## src/rtl/regfile_mp_pkg.sv

```systemverilog
// Shared types, constants and the write-priority helper for the multi-port register file.
package regfile_mp_pkg;

  localparam int XLEN      = 32;
  localparam int REG_AW    = 5;
  localparam int ZERO_REG  = 0;
  localparam int MAX_PORTS = 8;

  typedef logic [REG_AW-1:0]    reg_idx_t;
  typedef logic [XLEN-1:0]      xlen_t;
  typedef logic [MAX_PORTS-1:0] port_mask_t;

  // Keeps only the highest set bit: the highest-index write port wins a collision.
  function automatic port_mask_t hi_onehot(input port_mask_t mask);
    hi_onehot = '0;
    for (int p = 0; p < MAX_PORTS; p++) begin
      if (mask[p]) begin
        hi_onehot    = '0;
        hi_onehot[p] = 1'b1;
      end
    end
  endfunction

endpackage

```

## src/rtl/regfile_mp_if.sv

```systemverilog
// Read/write/reserve bundle between the core (master) and the register file (slave).
interface regfile_mp_if #(
  parameter int DATA_WIDTH    = 32,
  parameter int ADDRESS_WIDTH = 5,
  parameter int NUM_REGS      = 32,
  parameter int NUM_RD        = 2,
  parameter int NUM_WR        = 2
);
  logic [NUM_WR-1:0]                    we;
  logic [NUM_WR-1:0][ADDRESS_WIDTH-1:0] wr_addr;
  logic [NUM_WR-1:0][DATA_WIDTH-1:0]    wr_data;
  logic [NUM_RD-1:0][ADDRESS_WIDTH-1:0] rd_addr;
  logic [NUM_RD-1:0][DATA_WIDTH-1:0]    rd_data;
  logic [NUM_RD-1:0]                    rd_busy;
  logic                                 rsv_en;
  logic [ADDRESS_WIDTH-1:0]             rsv_addr;
  logic [NUM_REGS-1:0]                  busy_vec;

  modport master (
    output we, wr_addr, wr_data, rd_addr, rsv_en, rsv_addr,
    input  rd_data, rd_busy, busy_vec
  );

  modport slave (
    input  we, wr_addr, wr_data, rd_addr, rsv_en, rsv_addr,
    output rd_data, rd_busy, busy_vec
  );
endinterface

```

## src/rtl/regfile_mp_scoreboard.sv

```systemverilog
// Per-register busy bits: set by reserve at issue, cleared by any writeback to the reg.
module regfile_mp_scoreboard
  import regfile_mp_pkg::*;
#(
  parameter int ADDRESS_WIDTH = REG_AW,
  parameter int NUM_REGS      = 32,
  parameter int NUM_WR        = 2
) (
  input  logic                                 clk,
  input  logic                                 rst,
  input  logic [NUM_WR-1:0]                    we,
  input  logic [NUM_WR-1:0][ADDRESS_WIDTH-1:0] wr_addr,
  input  logic                                 rsv_en,
  input  logic [ADDRESS_WIDTH-1:0]             rsv_addr,
  output logic [NUM_REGS-1:0]                  busy_vec
);

  logic [NUM_REGS-1:0] set_vec;
  logic [NUM_REGS-1:0] clr_vec;

  // x0 is skipped so it can never become busy.
  always_comb begin
    set_vec = '0;
    clr_vec = '0;
    for (int i = 1; i < NUM_REGS; i++) begin
      set_vec[i] = rsv_en && (rsv_addr == ADDRESS_WIDTH'(i));
      for (int p = 0; p < NUM_WR; p++) begin
        if (we[p] && (wr_addr[p] == ADDRESS_WIDTH'(i))) clr_vec[i] = 1'b1;
      end
    end
  end

  // A reserve in the same cycle as a write means a new producer: set wins.
  always_ff @(posedge clk or negedge rst) begin
    if (!rst) busy_vec <= '0;
    else      busy_vec <= set_vec | (busy_vec & ~clr_vec);
  end

endmodule

```

## src/rtl/regfile_mp.sv

```systemverilog
// Multi-port integer register file: synchronous writes, combinational reads,
// x0 hard-wired to zero, optional same-cycle write bypass and a busy scoreboard.
module regfile_mp
  import regfile_mp_pkg::*;
#(
  parameter int DATA_WIDTH    = XLEN,
  parameter int ADDRESS_WIDTH = REG_AW,
  parameter int NUM_REGS      = 32,
  parameter int NUM_RD        = 2,
  parameter int NUM_WR        = 2,
  parameter bit BYPASS        = 1'b1
) (
  input  logic        clk,
  input  logic        rst,
  regfile_mp_if.slave bus
);

  logic [NUM_REGS-1:0][DATA_WIDTH-1:0] regs;
  logic [NUM_REGS-1:0][DATA_WIDTH-1:0] wr_val;
  logic [NUM_REGS-1:0]                 wr_hit;
  logic [NUM_REGS-1:0][MAX_PORTS-1:0]  wmatch;
  logic [NUM_REGS-1:0][MAX_PORTS-1:0]  wwin;
  logic [NUM_REGS-1:0]                 busy_vec;

  // Resolve which port (if any) lands in each register; out-of-range indices match nothing.
  always_comb begin
    wr_hit = '0;
    wr_val = '0;
    wmatch = '0;
    wwin   = '0;
    for (int i = 0; i < NUM_REGS; i++) begin
      for (int p = 0; p < NUM_WR; p++) begin
        wmatch[i][p] = (i != ZERO_REG) && bus.we[p] && (bus.wr_addr[p] == ADDRESS_WIDTH'(i));
      end
      wwin[i]   = hi_onehot(wmatch[i]);
      wr_hit[i] = |wmatch[i];
      for (int p = 0; p < NUM_WR; p++) begin
        if (wwin[i][p]) wr_val[i] = bus.wr_data[p];
      end
    end
  end

  always_ff @(posedge clk or negedge rst) begin
    if (!rst) begin
      regs <= '0;
    end else begin
      for (int i = 0; i < NUM_REGS; i++) begin
        if (wr_hit[i]) regs[i] <= wr_val[i];
      end
    end
  end

  regfile_mp_scoreboard #(
    .ADDRESS_WIDTH (ADDRESS_WIDTH),
    .NUM_REGS      (NUM_REGS),
    .NUM_WR        (NUM_WR)
  ) u_sb (
    .clk      (clk),
    .rst      (rst),
    .we       (bus.we),
    .wr_addr  (bus.wr_addr),
    .rsv_en   (bus.rsv_en),
    .rsv_addr (bus.rsv_addr),
    .busy_vec (busy_vec)
  );

  assign bus.busy_vec = busy_vec;

  for (genvar r = 0; r < NUM_RD; r++) begin : g_rd
    port_mask_t            bmatch;
    port_mask_t            bwin;
    logic                  in_range;
    logic [DATA_WIDTH-1:0] data;
    logic                  busy;

    // Reads are forced to zero while reset is held, including the bypass path.
    assign in_range = rst
                   && (bus.rd_addr[r] != ADDRESS_WIDTH'(ZERO_REG))
                   && ({1'b0, bus.rd_addr[r]} < (ADDRESS_WIDTH+1)'(NUM_REGS));

    always_comb begin
      bmatch = '0;
      for (int p = 0; p < NUM_WR; p++) begin
        bmatch[p] = BYPASS && bus.we[p] && (bus.wr_addr[p] == bus.rd_addr[r]);
      end
      bwin = hi_onehot(bmatch);
      data = '0;
      busy = 1'b0;
      if (in_range) begin
        data = regs[bus.rd_addr[r]];
        busy = busy_vec[bus.rd_addr[r]];
        for (int p = 0; p < NUM_WR; p++) begin
          if (bwin[p]) begin
            data = bus.wr_data[p];
            busy = 1'b0;
          end
        end
      end
    end

    assign bus.rd_data[r] = data;
    assign bus.rd_busy[r] = busy;
  end

endmodule

```

## src/flat_wrapper.sv

```systemverilog
// flat-port wrapper written by rule: the top's interface ports become plain ports
module regfile_mp_flat import regfile_mp_pkg::*;
#(
  parameter int DATA_WIDTH    = XLEN,
  parameter int ADDRESS_WIDTH = REG_AW,
  parameter int NUM_REGS      = 32,
  parameter int NUM_RD        = 2,
  parameter int NUM_WR        = 2,
  parameter bit BYPASS        = 1'b1
)
  (clk, rst, bus_we, bus_wr_addr, bus_wr_data, bus_rd_addr, bus_rsv_en, bus_rsv_addr, bus_rd_data, bus_rd_busy, bus_busy_vec);
  regfile_mp_if #(.DATA_WIDTH(DATA_WIDTH), .ADDRESS_WIDTH(ADDRESS_WIDTH), .NUM_REGS(NUM_REGS), .NUM_RD(NUM_RD), .NUM_WR(NUM_WR)) bus_i ();
  input  logic clk;
  input  logic rst;
  input wire logic [$bits(bus_i.we)-1:0] bus_we;
  input wire logic [$bits(bus_i.wr_addr)-1:0] bus_wr_addr;
  input wire logic [$bits(bus_i.wr_data)-1:0] bus_wr_data;
  input wire logic [$bits(bus_i.rd_addr)-1:0] bus_rd_addr;
  input wire logic [$bits(bus_i.rsv_en)-1:0] bus_rsv_en;
  input wire logic [$bits(bus_i.rsv_addr)-1:0] bus_rsv_addr;
  output wire logic [$bits(bus_i.rd_data)-1:0] bus_rd_data;
  output wire logic [$bits(bus_i.rd_busy)-1:0] bus_rd_busy;
  output wire logic [$bits(bus_i.busy_vec)-1:0] bus_busy_vec;
  assign bus_i.we = bus_we;
  assign bus_i.wr_addr = bus_wr_addr;
  assign bus_i.wr_data = bus_wr_data;
  assign bus_i.rd_addr = bus_rd_addr;
  assign bus_i.rsv_en = bus_rsv_en;
  assign bus_i.rsv_addr = bus_rsv_addr;
  assign bus_rd_data = bus_i.rd_data;
  assign bus_rd_busy = bus_i.rd_busy;
  assign bus_busy_vec = bus_i.busy_vec;
  regfile_mp #(.DATA_WIDTH(DATA_WIDTH), .ADDRESS_WIDTH(ADDRESS_WIDTH), .NUM_REGS(NUM_REGS), .NUM_RD(NUM_RD), .NUM_WR(NUM_WR), .BYPASS(BYPASS)) u_core (.clk(clk), .rst(rst), .bus(bus_i));
endmodule
```

## config.mk

```make
export PLATFORM = sky130hd
export DESIGN_NAME = regfile_mp_flat
export DESIGN_NICKNAME = d
export VERILOG_FILES = /design/src/rtl/regfile_mp_pkg.sv /design/src/rtl/regfile_mp_if.sv /design/src/rtl/regfile_mp_scoreboard.sv /design/src/rtl/regfile_mp.sv /design/src/flat_wrapper.sv
export SDC_FILE = /design/constraint.sdc
export NUM_CORES = 2
export LEC_CHECK = 0
export CAP_MARGIN = 25
export CORE_UTILIZATION = 28
export DETAILED_ROUTE_END_ITERATION = 10
export SKIP_LAST_GASP = 1
export SLEW_MARGIN = 20
export SYNTH_ARGS = -nofsm -noshare
export SYNTH_HDL_FRONTEND = slang
export SYNTH_SLANG_ARGS = --single-unit
```

## constraint.sdc

```tcl
create_clock -name clk -period 2.6 [get_ports clk]
set_input_delay 0.26 -clock clk [delete_from_list [all_inputs] [get_ports clk]]
set_output_delay 0.26 -clock clk [all_outputs]
set_load 0.01 [all_outputs]
```

==> results.ini <==
[yosys]
syn_inst = 6277
synth.distinct_cells = 66
synth_largest_area_cell = dfrtp_1
synth.net_count = 6371
synth.cell_area_um2 = 65600
yosysSeqAreaShare = 0.390
ys_seq_elements = 1023
synth-async-reset-ratio = 1.00
synthTopCellsByArea = dfrtp_1 (39%), mux4_2 (16%), mux2i_1 (16%)
synth_top_cell_area_share = 0.390
postSynthAreaPerCell_um2 = 10.5
synth_edf_count = 0
yosys_most_used_dff = dfrtp_1
synth_warnings = 0

[timing]
rsz0062_at_grt = true
min_period_ns = 3.13
whs_ns = 0.374
period_share = 1.20
layout_setup_ws_ns = -0.533
hold_viol_final = 0
worst_pin_slew_ns = 0.980
maxSlewViolCount = 0
max_freq_mhz = 319
maxSlewHeadroom = 0.347
fin_worst_skew_ns = 0
finalSetupViolations = 66

[clocking]
clockRootBuffer = clkbuf_16
cts_sinks = 1023
cts_tree = yes
clkTransAtPathRegs_ns = 0.06
cts-buffers-inserted = 105
clock_latency_ns = 0.76
h-tree-depth = 3
clk_path_buf_depth = 3

[floorplanning]
die_area_um2 = 236000
num_rows = 177
die_y_um = 486
start_util = 0.282
die_w_um = 486
num_io_pins = 192
coreArea_um2 = 233000

[setup_path]
path_class = reg2out
slowest_stage = mux4_2
reg2reg_depth = 4
timing.critical_path.fanout_max = 2
crit_arrival_ns = 2.87
path_buf_inv = 2
cp_top_family = multiplexers
cp-end-kind = primary output
slowest_delay_ns = 0.48
critPathLaunch = u_core.regs[447]
crit_top_cell = buf_6
path_depth = 7
cp-start-kind = register
r2r_start = u_core.regs[692]
cp.required_ns = 2.34
crit_chain = buf_6 -> mux4_2 -> a31oi_2 -> o311ai_2 -> mux2_4 -> a32o_2 -> buf_6

[layout]
area.sequential_um2 = 25600
layout_common_cells = dfrtp_1 (1013), mux2i_1 (1009), buf_4 (725)
fillers = 22500
fin_area_um2 = 85000
final_nets = 6887
drive_above_1_share = 0.327
multi_input_area_um2 = 39200
areaGrowthSynthToFinish_pct = 29.5
final_common_cell = dfrtp_1

[power]
powerDensity_nw_per_um2 = 704
peakVddDrop_v = 0.000552
total_power_uw = 59800
p_leak_uw = 0.0371

[placement]
place_area_um2 = 78100
port_buffers = 190
dp_hpwl_mm = 193
gpl.final_weighted_congestion = 1.00

[route]
wl_met3_mm = 25.2
dr.pass1.iters = 6
drt_wl_total_mm = 289
vias_per_cell = 5.73
drt_iter0_markers = 6893
avgRoutedWirePerCell_um = 28.8
drt-met1-wl_mm = 108
met2WireLength_mm = 134
drc = 0
vias = 57400
top_layer_used = met5
ant_nets = 0

[worst_hold_path]
min_path_type = in2async

[grt]
grt_usage = 0.239
grt_antenna_before_repair = 12
grt_pass1_wl_mm = 415
grt_pass1_vias = 56800
grt_overflow = 0
grt_max_degree = 153

[run_status]
violations = setup timing
outcome = complete, but fails checks

[flow_run]
maxCapViolCount = 0

==> flip-flops by register name (all words and copies together), names as in the netlist <==
| name | flops |
|---|---|
| u_core.u_sb.busy_vec | 31 |
| u_core.regs | 992 |
==> final cells by class <==
type	count	area share
Clock buffer	149	0.0357
Tap cell	3132	0.0461
Sequential cell	1023	0.301
Clock inverter	40	0.00670
Timing Repair Buffer	1210	0.147
Antenna cell	6	0.000177
Multi-Input combinational cell	4422	0.462
Inverter	31	0.00140
==> metal layers <==
layer	vias to the layer above	GRT usage
li1	24000	-
met1	29100	0.292
met2	3324	0.382
met5	-	0
met3	888	0.0449
met4	14	0.160
==> cells in the mapped netlist, types with 9 or more instances <==
cell type	count
xnor2_1	12
and3_1	11
a221oi_1	55
a211oi_1	16
a32o_1	23
clkbuf_1	496
dfrtp_1	1023
mux2_2	192
nor2_1	556
nand2_1	588
buf_4	29
mux2i_1	1018
nand3_1	23
buf_2	168
o31ai_1	29
a22o_1	17
a21oi_1	566
clkbuf_2	16
o22ai_1	61
nor3_1	17
a32oi_1	30
nand2b_1	17
o311ai_1	12
o21ai_1	101
a22oi_1	47
mux4_2	467
nor2b_1	41
o21ai_0	409
o211ai_1	16
and2_1	9
inv_1	30
o21a_1	11
buf_1	86
==> power by group <==
| group | internal [µW] | total, µW | switching (µW) |
|---|---|---|---|
| combinational | 10900 | 19900 | 9030 |
| sequential | 20200 | 23600 | 3410 |
| clock | 9300 | 16400 | 7060 |
| total | 40300 | 59800 | 19500 |
==> worst register-to-register path, cell delays in order, from the launching register on <==
cell     delay (ns)
dfrtp_1        0.41
buf_6          0.14
buf_4          0.12
mux2i_1        0.11
a21oi_1        0.08
==> through the flow <==
| step | setup slack (ns) | utilization | cells | TNS [ns] |
|---|---|---|---|---|
| after detailed placement | -1.18 | 0.336 | 9720 | -67.73 |
| after floorplan | 0.370 | - | 6277 | 0 |
| after CTS | -0.557 | 0.362 | 9995 | -20.34 |
| after global routing | -0.542 | 0.365 | 10000 | -19.19 |
| after global placement | -1.26 | 0.336 | 9720 | -65.48 |
| final | -0.533 | 0.365 | 10000 | -18.07 |
==> timing repair <==
action,CTS,global route
hold endpoints to repair,249,0
pin swaps,120,93
buffers inserted,118,18
hold buffers,4,0
gates cloned,1,0
endpoints found under the setup margin,66,119
gates resized for setup,707,109
==> cells by family (layout without fill, tap and decap cells) <==
| kind of cell | after synthesis | in the layout | share of synthesized area |
|---|---|---|---|
| compound gates | 1430 | 1430 | 0.125 |
| flops | 1023 | 1023 | 0.390 |
| buf+inv | 832 | 1430 | 0.0534 |
| xor+xnor | 20 | 20 | 0.00267 |
| other cells | 1 | 7 | 0.0000571 |
| simple gates | 1294 | 1294 | 0.0798 |
| mux | 1677 | 1677 | 0.348 |
==> path summary, 6_finish.rpt <==
check,to,slack (ns)
hold reg to reg,u_core.u_sb.busy_vec[21],0.55
setup / recovery,bus_rd_data[31],-0.53
setup reg to reg,u_core.regs[692],1.60
min in group clk,u_core.regs[319],0.40
max in group asynchronous,u_core.regs[646],0.17
hold / removal,u_core.regs[862],0.37
Note: power is estimated with default switching activity, not from simulation.
